$ cat config.mk
export PLATFORM = sky130hd
export DESIGN_NAME = uart_sram_tx_interface
export DESIGN_NICKNAME = d
export VERILOG_FILES = /design/src/rtl/uart_sram_tx_interface_pkg.sv /design/src/rtl/uart_tx_byte.sv /design/src/rtl/uart_sram_tx_interface.sv
export SDC_FILE = /design/constraint.sdc
export NUM_CORES = 1
export LEC_CHECK = 0
export BUFFER_PORTS_ARGS = -buffer_cell sky130_fd_sc_hd__buf_2
export CORE_ASPECT_RATIO = 1.75
export CORE_UTILIZATION = 59
export CTS_BUF_LIST = sky130_fd_sc_hd__clkbuf_2
export DETAILED_ROUTE_END_ITERATION = 8
export PLACE_DENSITY_LB_ADDON = 0.05
export SETUP_SLACK_MARGIN = 0.05
export SYNTH_ARGS = -nofsm -noshare
export SYNTH_HDL_FRONTEND = slang
export SYNTH_SLANG_ARGS = --single-unit
$ cat constraint.sdc
create_clock -name i_clock -period 2.1 [get_ports i_clock]
set_input_delay 0.42 -clock i_clock [delete_from_list [all_inputs] [get_ports i_clock]]
set_output_delay 0.42 -clock i_clock [all_outputs]
set_load 0.02 [all_outputs]
$ cat src/rtl/uart_sram_tx_interface_pkg.sv
// -----------------------------------------------------------------------------
// uart_sram_tx_interface_pkg
// Shared definitions for the UART-to-SRAM transmit path:
//   - tx_state_type  : states of the transmit sequencer
//   - top_state_type : top-level owner of the SRAM port (S_UART_TX selects
//                      this block's address/we_n onto the SRAM controller)
//   - default timing constants and the word-address increment helper
// -----------------------------------------------------------------------------
package uart_sram_tx_interface_pkg;

  localparam int CLKS_PER_BIT_DEFAULT = 434;  // 50 MHz / 115200 baud
  localparam int SRAM_LATENCY_DEFAULT = 2;    // address-to-data cycles
  localparam int ADDR_W               = 18;
  localparam int DATA_W               = 16;

  typedef enum logic [2:0] {
    S_TX_IDLE,
    S_TX_ADDR,
    S_TX_WAIT,
    S_TX_CAPTURE,
    S_TX_SEND_HI,
    S_TX_SEND_LO,
    S_TX_DONE
  } tx_state_type;

  typedef enum logic [1:0] {
    S_TOP_IDLE,
    S_UART_RX,
    S_UART_TX
  } top_state_type;

  // Word addresses wrap from 2^18-1 back to 0 through natural 18-bit overflow.
  function automatic logic [ADDR_W-1:0] next_addr(input logic [ADDR_W-1:0] addr);
    return addr + 1'b1;
  endfunction

endpackage

$ cat src/rtl/uart_tx_byte.sv
// -----------------------------------------------------------------------------
// uart_tx_byte
// 8N1 byte serialiser: start bit (0), eight data bits LSB first, one stop
// bit (1). Every bit lasts exactly CLKS_PER_BIT cycles, so a frame is
// 10*CLKS_PER_BIT cycles. The line drops low on the cycle after the byte is
// accepted, and o_byte_done pulses in the last cycle of the stop bit.
//
// Handshake: a byte transfers in any cycle where i_byte_valid && o_byte_ready;
// the sender holds i_byte_data stable while i_byte_valid is high.
//
// Ports:
//   i_clock      system clock
//   i_reset      synchronous active-high reset (line returns high)
//   i_byte_data  byte to send
//   i_byte_valid byte offered
//   o_byte_ready serialiser idle, able to accept
//   o_byte_done  single-cycle pulse in the final stop-bit cycle
//   o_tx         serial line, idle high
// -----------------------------------------------------------------------------
module uart_tx_byte
  import uart_sram_tx_interface_pkg::*;
#(
  parameter int CLKS_PER_BIT = CLKS_PER_BIT_DEFAULT  // must be >= 2
) (
  input  logic       i_clock,
  input  logic       i_reset,
  input  logic [7:0] i_byte_data,
  input  logic       i_byte_valid,
  output logic       o_byte_ready,
  output logic       o_byte_done,
  output logic       o_tx
);

  localparam int                CNT_W    = $clog2(CLKS_PER_BIT);
  localparam logic [CNT_W-1:0]  CNT_LAST = CNT_W'(CLKS_PER_BIT - 1);
  localparam logic [3:0]        IDX_LAST_DATA = 4'd8;
  localparam logic [3:0]        IDX_STOP      = 4'd9;

  logic             r_active;
  logic [CNT_W-1:0] r_baud_cnt;
  logic [3:0]       r_bit_idx;   // 0 = start, 1..8 = data, 9 = stop
  logic [7:0]       r_shift;
  logic             r_tx;

  logic             w_bit_end;

  assign w_bit_end = r_active && (r_baud_cnt == CNT_LAST);

  always_ff @(posedge i_clock) begin
    if (i_reset) begin
      r_active   <= 1'b0;
      r_baud_cnt <= '0;
      r_bit_idx  <= '0;
      r_shift    <= '0;
      r_tx       <= 1'b1;
    end else if (!r_active) begin
      if (i_byte_valid) begin
        r_active   <= 1'b1;
        r_baud_cnt <= '0;
        r_bit_idx  <= '0;
        r_shift    <= i_byte_data;
        r_tx       <= 1'b0;
      end
    end else if (w_bit_end) begin
      r_baud_cnt <= '0;
      if (r_bit_idx == IDX_STOP) begin
        r_active <= 1'b0;
        r_tx     <= 1'b1;
      end else begin
        r_bit_idx <= r_bit_idx + 1'b1;
        if (r_bit_idx == IDX_LAST_DATA) begin
          r_tx <= 1'b1;                      // stop bit
        end else begin
          r_tx    <= r_shift[0];             // next data bit, LSB first
          r_shift <= {1'b0, r_shift[7:1]};
        end
      end
    end else begin
      r_baud_cnt <= r_baud_cnt + 1'b1;
    end
  end

  assign o_byte_ready = !r_active;
  assign o_byte_done  = w_bit_end && (r_bit_idx == IDX_STOP);
  assign o_tx         = r_tx;

endmodule

$ cat src/rtl/uart_sram_tx_interface.sv
// -----------------------------------------------------------------------------
// uart_sram_tx_interface
// On a Start pulse, reads Word_count 16-bit words from SRAM beginning at
// Start_address and sends each as two UART 8N1 bytes, high byte first.
// The sequencer only handles SRAM reads; framing lives in uart_tx_byte.
//
// Ports:
//   i_clock          system clock
//   i_reset          synchronous active-high reset
//   i_start          single-cycle start pulse (ignored while busy)
//   i_start_address  first SRAM word address
//   i_word_count     number of words to send (0 = finish immediately)
//   o_sram_address   SRAM read address, held for the whole read
//   i_sram_read_data SRAM read data, valid SRAM_LATENCY cycles after address
//   o_sram_we_n      SRAM write enable (active low), constant 1
//   o_uart_tx        serial line, idle high
//   o_busy           high from the cycle after an accepted start until done
//   o_done           single-cycle completion pulse
//   o_state          current sequencer state (debug visibility)
// -----------------------------------------------------------------------------
module uart_sram_tx_interface
  import uart_sram_tx_interface_pkg::*;
#(
  parameter int CLKS_PER_BIT = CLKS_PER_BIT_DEFAULT,
  parameter int SRAM_LATENCY = SRAM_LATENCY_DEFAULT   // must be >= 2
) (
  input  logic              i_clock,
  input  logic              i_reset,
  input  logic              i_start,
  input  logic [ADDR_W-1:0] i_start_address,
  input  logic [ADDR_W-1:0] i_word_count,
  output logic [ADDR_W-1:0] o_sram_address,
  input  logic [DATA_W-1:0] i_sram_read_data,
  output logic              o_sram_we_n,
  output logic              o_uart_tx,
  output logic              o_busy,
  output logic              o_done,
  output tx_state_type      o_state
);

  localparam int               WAIT_W    = (SRAM_LATENCY > 2) ? $clog2(SRAM_LATENCY) : 1;
  localparam logic [WAIT_W-1:0] WAIT_LAST = WAIT_W'(SRAM_LATENCY - 2);

  tx_state_type      r_state;
  tx_state_type      w_next_state;

  logic [ADDR_W-1:0] r_addr;
  logic [ADDR_W-1:0] r_remaining;
  logic [ADDR_W-1:0] r_sram_address;
  logic [DATA_W-1:0] r_word;
  logic [WAIT_W-1:0] r_wait_cnt;
  logic              r_busy;
  logic              r_done;
  logic              r_byte_sent;   // current byte already handed to serialiser

  logic              w_byte_valid;
  logic [7:0]        w_byte_data;
  logic              w_byte_ready;
  logic              w_byte_done;

  // ---------------------------------------------------------------------------
  // Next-state and serialiser request
  // ---------------------------------------------------------------------------
  always_comb begin
    w_next_state = r_state;
    w_byte_valid = 1'b0;
    w_byte_data  = 8'h00;
    case (r_state)
      S_TX_IDLE: begin
        if (i_start) begin
          w_next_state = (i_word_count != '0) ? S_TX_ADDR : S_TX_DONE;
        end
      end
      S_TX_ADDR: begin
        w_next_state = S_TX_WAIT;
      end
      S_TX_WAIT: begin
        if (r_wait_cnt == WAIT_LAST) begin
          w_next_state = S_TX_CAPTURE;
        end
      end
      S_TX_CAPTURE: begin
        w_next_state = S_TX_SEND_HI;
      end
      S_TX_SEND_HI: begin
        w_byte_valid = !r_byte_sent;
        w_byte_data  = r_word[15:8];
        if (w_byte_done) begin
          w_next_state = S_TX_SEND_LO;
        end
      end
      S_TX_SEND_LO: begin
        w_byte_valid = !r_byte_sent;
        w_byte_data  = r_word[7:0];
        if (w_byte_done) begin
          w_next_state = (r_remaining != ADDR_W'(1)) ? S_TX_ADDR : S_TX_DONE;
        end
      end
      S_TX_DONE: begin
        w_next_state = S_TX_IDLE;
      end
      default: begin
        w_next_state = S_TX_IDLE;
      end
    endcase
  end

  // ---------------------------------------------------------------------------
  // State register and datapath
  // ---------------------------------------------------------------------------
  always_ff @(posedge i_clock) begin
    if (i_reset) begin
      r_state        <= S_TX_IDLE;
      r_addr         <= '0;
      r_remaining    <= '0;
      r_sram_address <= '0;
      r_word         <= '0;
      r_wait_cnt     <= '0;
      r_busy         <= 1'b0;
      r_done         <= 1'b0;
      r_byte_sent    <= 1'b0;
    end else begin
      r_state <= w_next_state;
      r_done  <= 1'b0;

      if (w_byte_valid && w_byte_ready) begin
        r_byte_sent <= 1'b1;
      end else if (w_byte_done) begin
        r_byte_sent <= 1'b0;
      end

      case (r_state)
        S_TX_IDLE: begin
          if (i_start) begin
            r_addr      <= i_start_address;
            r_remaining <= i_word_count;
            r_busy      <= 1'b1;
            // The SRAM address register is loaded alongside addr_reg so it
            // already equals addr_reg in S_TX_ADDR and stays put through the
            // read; an empty block leaves the SRAM address untouched.
            if (i_word_count != '0) begin
              r_sram_address <= i_start_address;
            end
          end
        end
        S_TX_ADDR: begin
          r_wait_cnt <= '0;
        end
        S_TX_WAIT: begin
          r_wait_cnt <= r_wait_cnt + 1'b1;
        end
        S_TX_CAPTURE: begin
          r_word <= i_sram_read_data;
        end
        S_TX_SEND_LO: begin
          if (w_byte_done) begin
            r_addr      <= next_addr(r_addr);
            r_remaining <= r_remaining - 1'b1;
            if (r_remaining != ADDR_W'(1)) begin
              r_sram_address <= next_addr(r_addr);
            end
          end
        end
        S_TX_DONE: begin
          r_done <= 1'b1;
          r_busy <= 1'b0;
        end
        default: begin
        end
      endcase
    end
  end

  uart_tx_byte #(
    .CLKS_PER_BIT (CLKS_PER_BIT)
  ) u_tx_byte (
    .i_clock      (i_clock),
    .i_reset      (i_reset),
    .i_byte_data  (w_byte_data),
    .i_byte_valid (w_byte_valid),
    .o_byte_ready (w_byte_ready),
    .o_byte_done  (w_byte_done),
    .o_tx         (o_uart_tx)
  );

  assign o_sram_address = r_sram_address;
  assign o_sram_we_n    = 1'b1;
  assign o_busy         = r_busy;
  assign o_done         = r_done;
  assign o_state        = r_state;

endmodule

==> metrics.md, run 1 <==
| Metric | Value |
|---|---|
| Worst-Margin Slew | `0.614 ns` |
| CP arrival | `1.58 ns` |
| CTS H-tree depth | `3` |
| Worst-path cell chain | `buf_4 -> buf_2` |
| Clock sinks | `100` |
| Largest cells by area after synthesis | `dfxtp_1, nand2_1, a21oi_1, nor2_1, o21ai_0` |
| Clock share of power | `22.0%` |
| Worst Setup Start Kind | `flip-flop` |
| Critical path's slowest cell | `dfxtp_1` |
| Total Wirelength | `14.4 mm` |
| TritonCTS clock tree | `yes` |
| Wirelength per Cell | `16.1 um` |
| Yosys cell types | `72` |
| Rows | `45` |
| Fillers | `711` |
| Post-DP Area | `6040 um2` |
| Starting density of the core | `61.7%` |
| Top delay family on crit path | `flip-flops` |
| Vias in the first global route | `5185` |
| Final setup violating endpoints | `0` |
| Vias | `5470` |
| CTS buffer count | `9` |
| Core Region | `8780 um2` |
| Area growth, synth to finish | `19.1%` |
| FF+latch count, synth | `100` |
| Final Core Density | `73.4%` |
| Gate power share | `24.2%` |
| RSZ-0062 raised after global routing | `true` |
| Reg clk slew, reported paths | `0.28 ns` |
| Achievable frequency | `500 MHz` |
| Die Width | `74.4 um` |
| Mapped Cells | `677` |
| Sw Share | `34.4%` |
| Fin. max-slew vios | `0` |
| Critical Path End Type | `primary output` |
| Worst hold margin | `0.128 ns` |
| GRT Util Overall | `30.8%` |
| Vias/cell | `6.08` |
| Final Hold Viols | `0` |
| Syn_nets | `740` |
| Design area | `6450 um2` |
| Syn Area/Cell | `8.00 um2` |
| Area of the multi-input gates | `3160 um2` |
| EDFF count, synth | `0` |
| P_int | `2.64 mW` |
| Post-synth top area cell | `dfxtp_1` |
| GR Overflow Total | `0` |
| Netlist Area Pre-Place | `5420 um2` |
| Root Driver | `clkbuf_2` |
| Ys async rst share | `0%` |
| Register area | `2020 um2` |
| Max FO, Critical Path | `14` |
| Met1 WL | `5.84 mm` |
| Sw power | `1.38 mW` |
| PD cells | `624 nW/um2` |
| Peak supply drop | `0.438 mV` |
| Sequential area share after synthesis | `37.0%` |
| Initial antenna violation count | `1` |
| Status | `completed` |
| DR top layer | `met4` |
| Latest clock arrival within the worst-skew pair | `0.60 ns` |
| Post-place setup slack | `-0.0556 ns` |
| Largest net degree at the start of global routing | `94` |
| Post-route minimum period | `2.00 ns` |
| Top FF cell, synth | `dfxtp_1` |
| Worst path max stage delay | `0.49 ns` |
| Yosys warns | `0` |
| CP bufs+invs | `2` |
| DRC | `0` |
| Leakage power | `2.45 nW` |
| # port buffers | `78` |
| Share of cells above drive strength 1 | `23.0%` |
| # IOs | `80` |
| Clock buffer depth | `2` |
| Critical Path RT | `1.68 ns` |
| Wire length on met3 | `690 um` |
| Slew Limit Headroom | `59.0%` |
| DRT antenna net count | `0` |
| Flop pwr share | `53.9%` |
| Worst min path class | `primary input to flip-flop` |
| Drt pass-1 iters | `5` |
| Clk_skew | `0.0366 ns` |
| Total power draw | `4.03 mW` |
| Met2 WL | `7.31 mm` |
| Die Y | `129 um` |
| Die area | `9580 um2` |
| Final net count | `839` |
| Yosys top cell area share | `37.0%` |
| HPWL after DPL | `9.74 mm` |
| Max-cap violations | `0` |
| Post-route setup slack | `0.101 ns` |
| First-pass GRT wire length | `23.2 mm` |
| Type of the worst setup path | `flip-flop to primary output` |
| Routability cong. | `0.836` |
| Iter 0 DRT Violations | `326` |
| Final clock period utilization by the worst path | `95.2%` |
==> power groups by stage <==
stage	clock network, mW	registers [mW]	logic [mW]
2_1_floorplan	0	2.22	0.563
3_3_place_gp	0	2.19	0.882
6_report	0.885	2.17	0.973
5_1_grt	0.985	2.19	1.07
4_1_cts	0.912	2.16	0.925
3_5_place_dp	0	2.19	0.900
==> layout make-up <==
cell class | instances | area share (%)
multi-input cells | 515 | 49.0
clock inverters | 6 | 0.834
inverters | 13 | 0.757
diodes | 1 | 0.0388
flip-flops and latches | 100 | 31.3
repair buffers | 137 | 15.1
well taps | 117 | 2.27
clock buffers | 10 | 0.776
==> cells in the mapped netlist (all sizes together), types with 4 or more instances <==
master    n
ha        8
clkbuf   26
nor3b     5
nand4    14
xnor2     8
nor3     13
nor4     15
nor2     58
a21oi    76
nand3b    8
o31ai    13
inv      12
nand3    17
mux2i    16
nand2   105
dfxtp   100
nand2b    6
and3      7
a311oi    4
a31o      6
a31oi     8
o22ai     5
or3      10
a211o     8
o21ai    35
a211oi   15
buf      23
o311a     4
==> state kept, by name (all words and copies together) (netlist names), 3 cells and up <==
signal and count:
u_tx_byte.r_baud_cnt 9, o_state 3, r_word 16, u_tx_byte.r_shift 8, r_addr 18, o_sram_address 18
r_remaining 18, u_tx_byte.r_bit_idx 4
==> kinds of logic after synthesis <==
kind of cell,after synthesis,share of synthesized area [%]
AO/OA/AOI/OAI,201,24.0
other,1,0.0692
adder cells (fa/ha/maj),8,1.85
AND/OR/NAND/NOR,279,27.1
flip-flops,100,37.0
multiplexers,16,2.96
buffers and inverters,62,5.43
XOR/XNOR,10,1.62
==> final timing paths <==
kind / startpoint / end / slack, ns / cells past startpoint
worst max-delay path: o_state[0]$_SDFFE_PP0P_ / o_state[0] / 0.10 / 2
worst min-delay path: i_start_address[0] / r_addr[0]$_SDFFE_PP0P_ / 0.13 / 3
worst max register to register: o_state[1]$_SDFFE_PP0P_ / o_sram_address[16]$_SDFFE_PP0P_ / 0.10 / 6
worst min register to register: r_word[13]$_SDFFE_PP0N_ / r_word[13]$_SDFFE_PP0N_ / 0.47 / 2
==> metrics by stage <==
stage | setup TNS (ns) | instances
after detailed placement | -0.562 | 861
after CTS | 0 | 893
after floorplan | 0 | 677
after global placement | -0.0446 | 861
after global routing | 0 | 899
final | 0 | 899
==> routing by layer <==
layer  GRT usage, %  vias up
li1               -     2667
met1           34.7     2579
met2           53.3      177
met3           5.09       47
met4           17.9        0
met5              0        -
==> worst register-to-register path, delay by kind of cell (launching register included) <==
kind / cells / cell delay, ns
and+or+nand+nor: 4 / 1.15
buffers and inverters: 1 / 0.17
DFF: 1 / 0.39
muxes: 1 / 0.22
==> timing repair <==
action | in CTS | in global routing
pin swaps | 0 | 3
gates resized for setup | 1 | 18
hold buffers | 16 | 0
hold endpoints to repair | 16 | 0
cloned | 0 | 2
setup buffers | 0 | 3
endpoints found under the setup margin | 2 | 34
==> placed cells by master (no fill, tap or decap), types with 12 or more instances in the layout <==
cell type / netlist / routed
nand3_1: 15 / 15
inv_1: 12 / 12
mux2i_1: 16 / 16
o31ai_1: 13 / 13
dfxtp_1: 100 / 91
buf_2: 12 / 78
nand2_1: 104 / 104
a211oi_1: 14 / 14
dlygate4sd3_1: 0 / 16
o21ai_0: 35 / 35
nor2_1: 58 / 58
nand4_1: 12 / 12
buf_4: 2 / 36
a21oi_1: 76 / 75
(Power assumes the default switching activity.)
==> inputs of run 2 (changes only) <==
clock period = 1.93 ns   (was 2.1 ns; I/O delays follow)
==> metrics.md, run 2 (same netlist as run 1, synthesis figures left out) <==
| Metric | Value |
|---|---|
| Leakage power | `2.71 nW (+11%)` |
| Post-route minimum period | `1.88 ns` |
| Vias in the first global route | `5277 (+1.8%)` |
| Critical Path End Type | `flip-flop` |
| Post-place setup slack | `-0.189 ns (-0.133 ns)` |
| Worst hold stages | `3 (unchanged)` |
| Total power draw | `4.55 mW (+13%)` |
| # port buffers | `78 (unchanged)` |
| CP bufs+invs | `1 (-1)` |
| Worst-Margin Slew | `0.606 ns (-0.00762 ns)` |
| Final setup violating endpoints | `0 (unchanged)` |
| Core Region | `8780 um2 (unchanged)` |
| Final net count | `881 (+5.0%)` |
| Top delay family on crit path | `simple AND/OR/NAND/NOR gates` |
| Clock buffer depth | `2 (unchanged)` |
| Clk_skew | `0.0289 ns (-0.00777 ns)` |
| Worst path max stage delay | `0.40 ns (-0.09 ns)` |
| GR Overflow Total | `0 (unchanged)` |
| GRT Util Overall | `31.0% (+0.14 points)` |
| HPWL after DPL | `10.1 mm (+3.3%)` |
| Drt pass-1 iters | `5 (unchanged)` |
| TritonCTS clock tree | `yes` |
| Peak supply drop | `0.591 mV (+35%)` |
| Post-DP Area | `6270 um2 (+3.8%)` |
| Wirelength per Cell | `16.4 um (+1.9%)` |
| Die area | `9580 um2 (unchanged)` |
| CTS buffer count | `9 (unchanged)` |
| Clock sinks | `100 (unchanged)` |
| DRT antenna net count | `0 (unchanged)` |
| PD cells | `654 nW/um2 (+4.7%)` |
| CTS H-tree depth | `3 (unchanged)` |
| Reg clk slew, reported paths | `0.30 ns (+0.02 ns)` |
| RSZ-0062 raised after global routing | `true` |
| Worst hold margin | `0.0884 ns (-0.0398 ns)` |
| Rows | `45 (unchanged)` |
| Die Width | `74.4 um (unchanged)` |
| Final clock period utilization by the worst path | `97.4%` |
| Share of cells above drive strength 1 | `29.6% (+6.6 points)` |
| CP arrival | `2.40 ns (+0.82 ns)` |
| Final Hold Viols | `0 (unchanged)` |
| Initial antenna violation count | `1 (unchanged)` |
| Total Wirelength | `15.4 mm (+6.7%)` |
| Latest clock arrival within the worst-skew pair | `0.59 ns (about the same)` |
| Design area | `6970 um2 (+8.0%)` |
| Worst Setup Start Kind | `flip-flop` |
| Post-route setup slack | `0.0495 ns (-0.0513 ns)` |
| # IOs | `80 (unchanged)` |
| Starting density of the core | `61.7% (unchanged)` |
| Routability cong. | `0.836 (about the same)` |
| Area growth, synth to finish | `28.6%` |
| Max-cap violations | `0 (unchanged)` |
| DRC | `0 (unchanged)` |
| Most common cell after layout, fill and taps aside | `nand2_1` |
| Die Y | `129 um (unchanged)` |
| Vias/cell | `6.10 (+0.30%)` |
| First-pass GRT wire length | `23.3 mm (+0.72%)` |
| Iter 0 DRT Violations | `495 (+52%)` |
| Critical Path RT | `2.45 ns (+0.77 ns)` |
| Setup_tns | `0 ns (unchanged)` |
| Achievable frequency | `532 MHz` |
| Status | `completed` |
| Most frequent cells in the layout | `nand2_1, dfxtp_1, buf_2, a21oi_1, buf_4` |
| Largest net degree at the start of global routing | `94 (unchanged)` |
| Stages on the worst setup path | `7 (+5)` |
| Root Driver | `clkbuf_2` |
| Fin. max-slew vios | `0 (unchanged)` |
| Worst-path cell chain | `inv_1 -> ha_1 -> nor4b_1 -> and3_2 -> and3_4 -> o311a_1 -> a31o_1` |
| Worst min path class | `primary input to flip-flop` |
| Type of the worst setup path | `flip-flop to flip-flop` |
| Max FO, Critical Path | `7 (-7)` |
| Slew Limit Headroom | `59.5% (+0.51 points)` |
| Vias | `5743 (+5.0%)` |
| Reg2Reg Depth | `7 (+1)` |
| Critical path's slowest cell | `dfxtp_2` |
## run 2: changes by cell type in the layout (fill, tap and decap cells not counted), moves of 4 or more
cell and delta:
dfxtp_1 -8, dfxtp_2 +6, nor4_2 +4, buf_6 +4
nor4_1 -4, buf_4 +32
## run 2: worst paths after layout
| kind | start | end | slack, ns |
|---|---|---|---|
| min | i_start_address[0] | o_sram_address[0]$_SDFFE_PP0P_ | 0.09 |
| min reg2reg | r_word[12]$_SDFFE_PP0N_ | r_word[12]$_SDFFE_PP0N_ | 0.48 |
| max | r_remaining[1]$_SDFFE_PP0P_ | o_sram_address[3]$_SDFFE_PP0P_ | 0.05 |
| max reg2reg | r_remaining[1]$_SDFFE_PP0P_ | o_sram_address[3]$_SDFFE_PP0P_ | 0.05 |
## run 2: repair_timing
| item | 4_1_cts | 5_1_grt |
|---|---|---|
| gates cloned | 1 | 4 |
| hold buffers | 16 | 0 |
| pin swaps | 3 | 17 |
| buffers inserted | 4 | 11 |
| hold endpoints to repair | 16 | 0 |
| setup endpoints to repair | 31 | 57 |
| gates resized for setup | 14 | 50 |
## run 2: worst min-delay path: cells and delay by family
kind	cells	cell delay [ns]
compound gates	1	0.09
buf+inv	1	0.10
simple gates	1	0.08
## run 2: where the power goes
part	switching, mW	total [mW]	internal (mW)
registers	0.150	2.37	2.22
clock network	0.774	0.966	0.192
logic	0.659	1.22	0.561
## run 2: final cells by class
type,count,area (um2)
timing repair buffer,177,1330
clock inverter,7,57.6
sequential,100,2030
tap,117,146
antenna,1,2.50
clock buffer,9,45.0
inverter,13,48.8
multi-input combinational,517,3310
fill,643,1820
## run 2: layer usage
layer	share of wire [%]	GRT usage, %
met4	3.8	15.8
met5	0	0
met3	4.7	5.87
met2	52	54.8
met1	39	34.2
## run 2: through the flow
step | util [%] | cells
after floorplan | - | 677
after global placement | 71.4 | 888
after detailed placement | 71.4 | 888
after CTS | 75.4 | 925
after global routing | 79.3 | 941
final | 79.3 | 941
==> inputs of run 3 (changes only) <==
SETUP_SLACK_MARGIN = default   (was 0.05)
==> metrics.md, run 3 (same netlist as run 1, synthesis figures left out) <==
| Metric | Value |
|---|---|
| Status | `completed` |
| Post-place setup slack | `-0.208 ns (-0.0197 ns)` |
| Non-Filler Instances | `936 (-0.53%)` |
| Critical Path RT | `2.48 ns (+0.03 ns)` |
| FF-to-FF Start | `r_remaining[6]$_SDFFE_PP0P_` |
| CP arrival | `2.46 ns (+0.06 ns)` |
| Achievable frequency | `524 MHz (-1.5%)` |
| Post-route minimum period | `1.91 ns (+0.0295 ns)` |
| Hold endpoint | `r_addr[0]$_SDFFE_PP0P_` |
| Gate power share | `26.0% (-0.8 points)` |
| Final Core Density | `77.5% (-1.8 points)` |
| Met1 Resource Use GR | `35.1% (+0.98 points)` |
| Worst hold stages | `3 (unchanged)` |
| Clk_skew | `0.0249 ns (-0.00402 ns)` |
| Critical Path End Type | `flip-flop` |
| Post-route setup slack | `0.0199 ns (-0.0295 ns)` |
| Vias/cell | `6.06 (-0.69%)` |
| Routability cong. | `0.853 (+2.1%)` |
| Vias in the first global route | `5391 (+2.2%)` |
| Final setup violating endpoints | `0 (unchanged)` |
| Leakage power | `2.65 nW (-2.1%)` |
| Share of cells above drive strength 1 | `27.4% (-2.3 points)` |
| Fillers | `689 (+7.2%)` |
| Latest clock arrival within the worst-skew pair | `0.62 ns (+0.03 ns)` |
| CTS buffer count | `9 (unchanged)` |
| PD cells | `673 nW/um2 (+3.0%)` |
| Die Y | `129 um (unchanged)` |
| Iter 0 DRT Violations | `378 (-24%)` |
| # port buffers | `78 (unchanged)` |
| Max-cap violations | `0 (unchanged)` |
| Slew Limit Headroom | `61.1% (+1.7 points)` |
| Clock share of power | `22.7% (+1.5 points)` |
| Rows | `45 (unchanged)` |
| GRT Util Overall | `32.0% (+1.0 points)` |
| DRT antenna net count | `0 (unchanged)` |
| Type of the worst setup path | `flip-flop to flip-flop` |
| First-pass GRT wire length | `24.2 mm (+3.6%)` |
| Worst-Margin Slew | `0.581 ns (-0.0249 ns)` |
| Post-DP Area | `6300 um2 (+0.40%)` |
| Design area | `6810 um2 (-2.2%)` |
| DRC | `0 (unchanged)` |
| RSZ-0062 raised after global routing | `true` |
| Initial antenna violation count | `1 (unchanged)` |
| Critical Path Source | `r_remaining[6]$_SDFFE_PP0P_` |
| Peak supply drop | `0.571 mV (-3.4%)` |
| Sw power | `1.61 mW (+1.4%)` |
| Total Wirelength | `15.1 mm (-2.2%)` |
| CTS H-tree depth | `3 (unchanged)` |
| HPWL after DPL | `10.3 mm (+2.1%)` |
| Final net count | `876 (-0.57%)` |
| Area of the multi-input gates | `3230 um2 (-2.5%)` |
| # IOs | `80 (unchanged)` |
| Worst min path class | `primary input to flip-flop` |
| GR Overflow Total | `0 (unchanged)` |
| Final clock period utilization by the worst path | `99.0% (+1.5 points)` |
| P_int | `2.98 mW (+0.29%)` |
| Reg2Reg Depth | `5 (-2)` |
| Die Width | `74.4 um (unchanged)` |
| Reg clk slew, reported paths | `0.29 ns (about the same)` |
| Flop-to-flop setup slack | `0.02 ns (-0.03 ns)` |
| Area growth, synth to finish | `25.7%` |
| Clock buffer depth | `2 (unchanged)` |
| Die area | `9580 um2 (unchanged)` |
| FF-to-FF End | `o_sram_address[0]$_SDFFE_PP0P_` |
| Worst Setup Start Kind | `flip-flop` |
| Wirelength per Cell | `16.1 um (-1.7%)` |
| Starting density of the core | `61.7% (unchanged)` |
| Drt pass-1 iters | `5 (unchanged)` |
| Clock sinks | `100 (unchanged)` |
| Grt met2 use | `57.8% (+3.0 points)` |
| Critical path's slowest cell | `or4_4` |
| Max FO, Critical Path | `7 (unchanged)` |
| Core Region | `8780 um2 (unchanged)` |
| Flop pwr share | `51.3% (-0.7 points)` |
| Final Hold Viols | `0 (unchanged)` |
| Fin. max-slew vios | `0 (unchanged)` |
| Largest net degree at the start of global routing | `94 (unchanged)` |
| Sw Share | `35.0% (+0.26 points)` |
| Worst-path cell chain | `or4_4 -> nor4_4 -> and3_4 -> nor3_4 -> a311oi_2` |
| Worst path max stage delay | `0.56 ns (+0.16 ns)` |
| Setup_tns | `0 ns (unchanged)` |
| Hold path start | `i_start_address[0]` |
| Most common cell after layout, fill and taps aside | `nand2_1` |
| Root Driver | `clkbuf_2` |
| Register area | `2010 um2 (-0.80%)` |
| Vias | `5673 (-1.2%)` |
| TritonCTS clock tree | `yes` |
| Grt met3 use | `5.09% (-0.78 points)` |
| GRT busiest layer | `met2` |
| Placed cell count | `893 (+0.56%)` |
| Most frequent cells in the layout | `nand2_1, dfxtp_1, buf_2, a21oi_1, buf_4` |
run 3: cell count changes in the layout (fill, tap and decap cells not counted), sizes merged:
cell	before	now
inv	16	15
clkbuf	11	10
clkinv	2	5
buf	159	156
nand4	15	14
clkinvlp	2	0
run 3: worst max-delay path by stage:
stage | cells past startpoint | slack, ns | end
2_1_floorplan | 8 | 0.04 | o_sram_address[12]$_SDFFE_PP0P_
3_3_place_gp | 7 | -0.18 | o_sram_address[10]$_SDFFE_PP0P_
3_5_place_dp | 7 | -0.21 | o_sram_address[8]$_SDFFE_PP0P_
4_1_cts | 3 | 0.004 | o_state[0]
5_1_grt | 9 | -0.04 | r_remaining[8]$_SDFFE_PP0P_
6_report | 5 | 0.02 | o_sram_address[0]$_SDFFE_PP0P_
run 3: layout make-up:
class	count	area share [%]
tap	117	2.15
multi-input combinational	516	47.4
sequential	100	29.6
clock buffer	9	0.661
inverter	13	0.717
antenna	1	0.0367
clock inverter	7	1.16
timing repair buffer	173	18.3
run 3: timing repair:
action                                  4_1_cts  5_1_grt
endpoints found under the setup margin       43       50
cloned                                        0        2
hold endpoints to repair                     16        0
resized for setup                            10       27
setup buffers                                 0        8
pin swaps                                     0       10
hold buffers                                 16        0
run 3: power by group through the flow:
stage | combinational [mW] | sequential (mW) | clock (mW)
2_1_floorplan | 0.612 | 2.42 | 0
3_3_place_gp | 1.02 | 2.37 | 0
3_5_place_dp | 1.05 | 2.38 | 0
4_1_cts | 1.09 | 2.34 | 1.06
5_1_grt | 1.30 | 2.37 | 1.14
6_report | 1.19 | 2.35 | 1.04
run 3: metal layers:
| layer | up-vias | share of wire, % |
|---|---|---|
| li1 | 2756 | - |
| met2 | 185 | 53 |
| met5 | - | 0 |
| met3 | 52 | 4.6 |
| met4 | 0 | 3.5 |
| met1 | 2680 | 39 |
run 3: metrics by stage:
step           hold slack (ns)  total power, mW
6_report                0.0638             4.58
5_1_grt                 0.0436             4.81
4_1_cts                 0.0323             4.50
3_5_place_dp             0.449             3.42
3_3_place_gp             0.441             3.39
2_1_floorplan            0.436             3.03
run 3: worst max-delay path, delay by kind of cell (launching register included):
family,cells,cell delay (ns)
compound gates,1,0.25
simple gates,4,1.20
flops,1,0.39
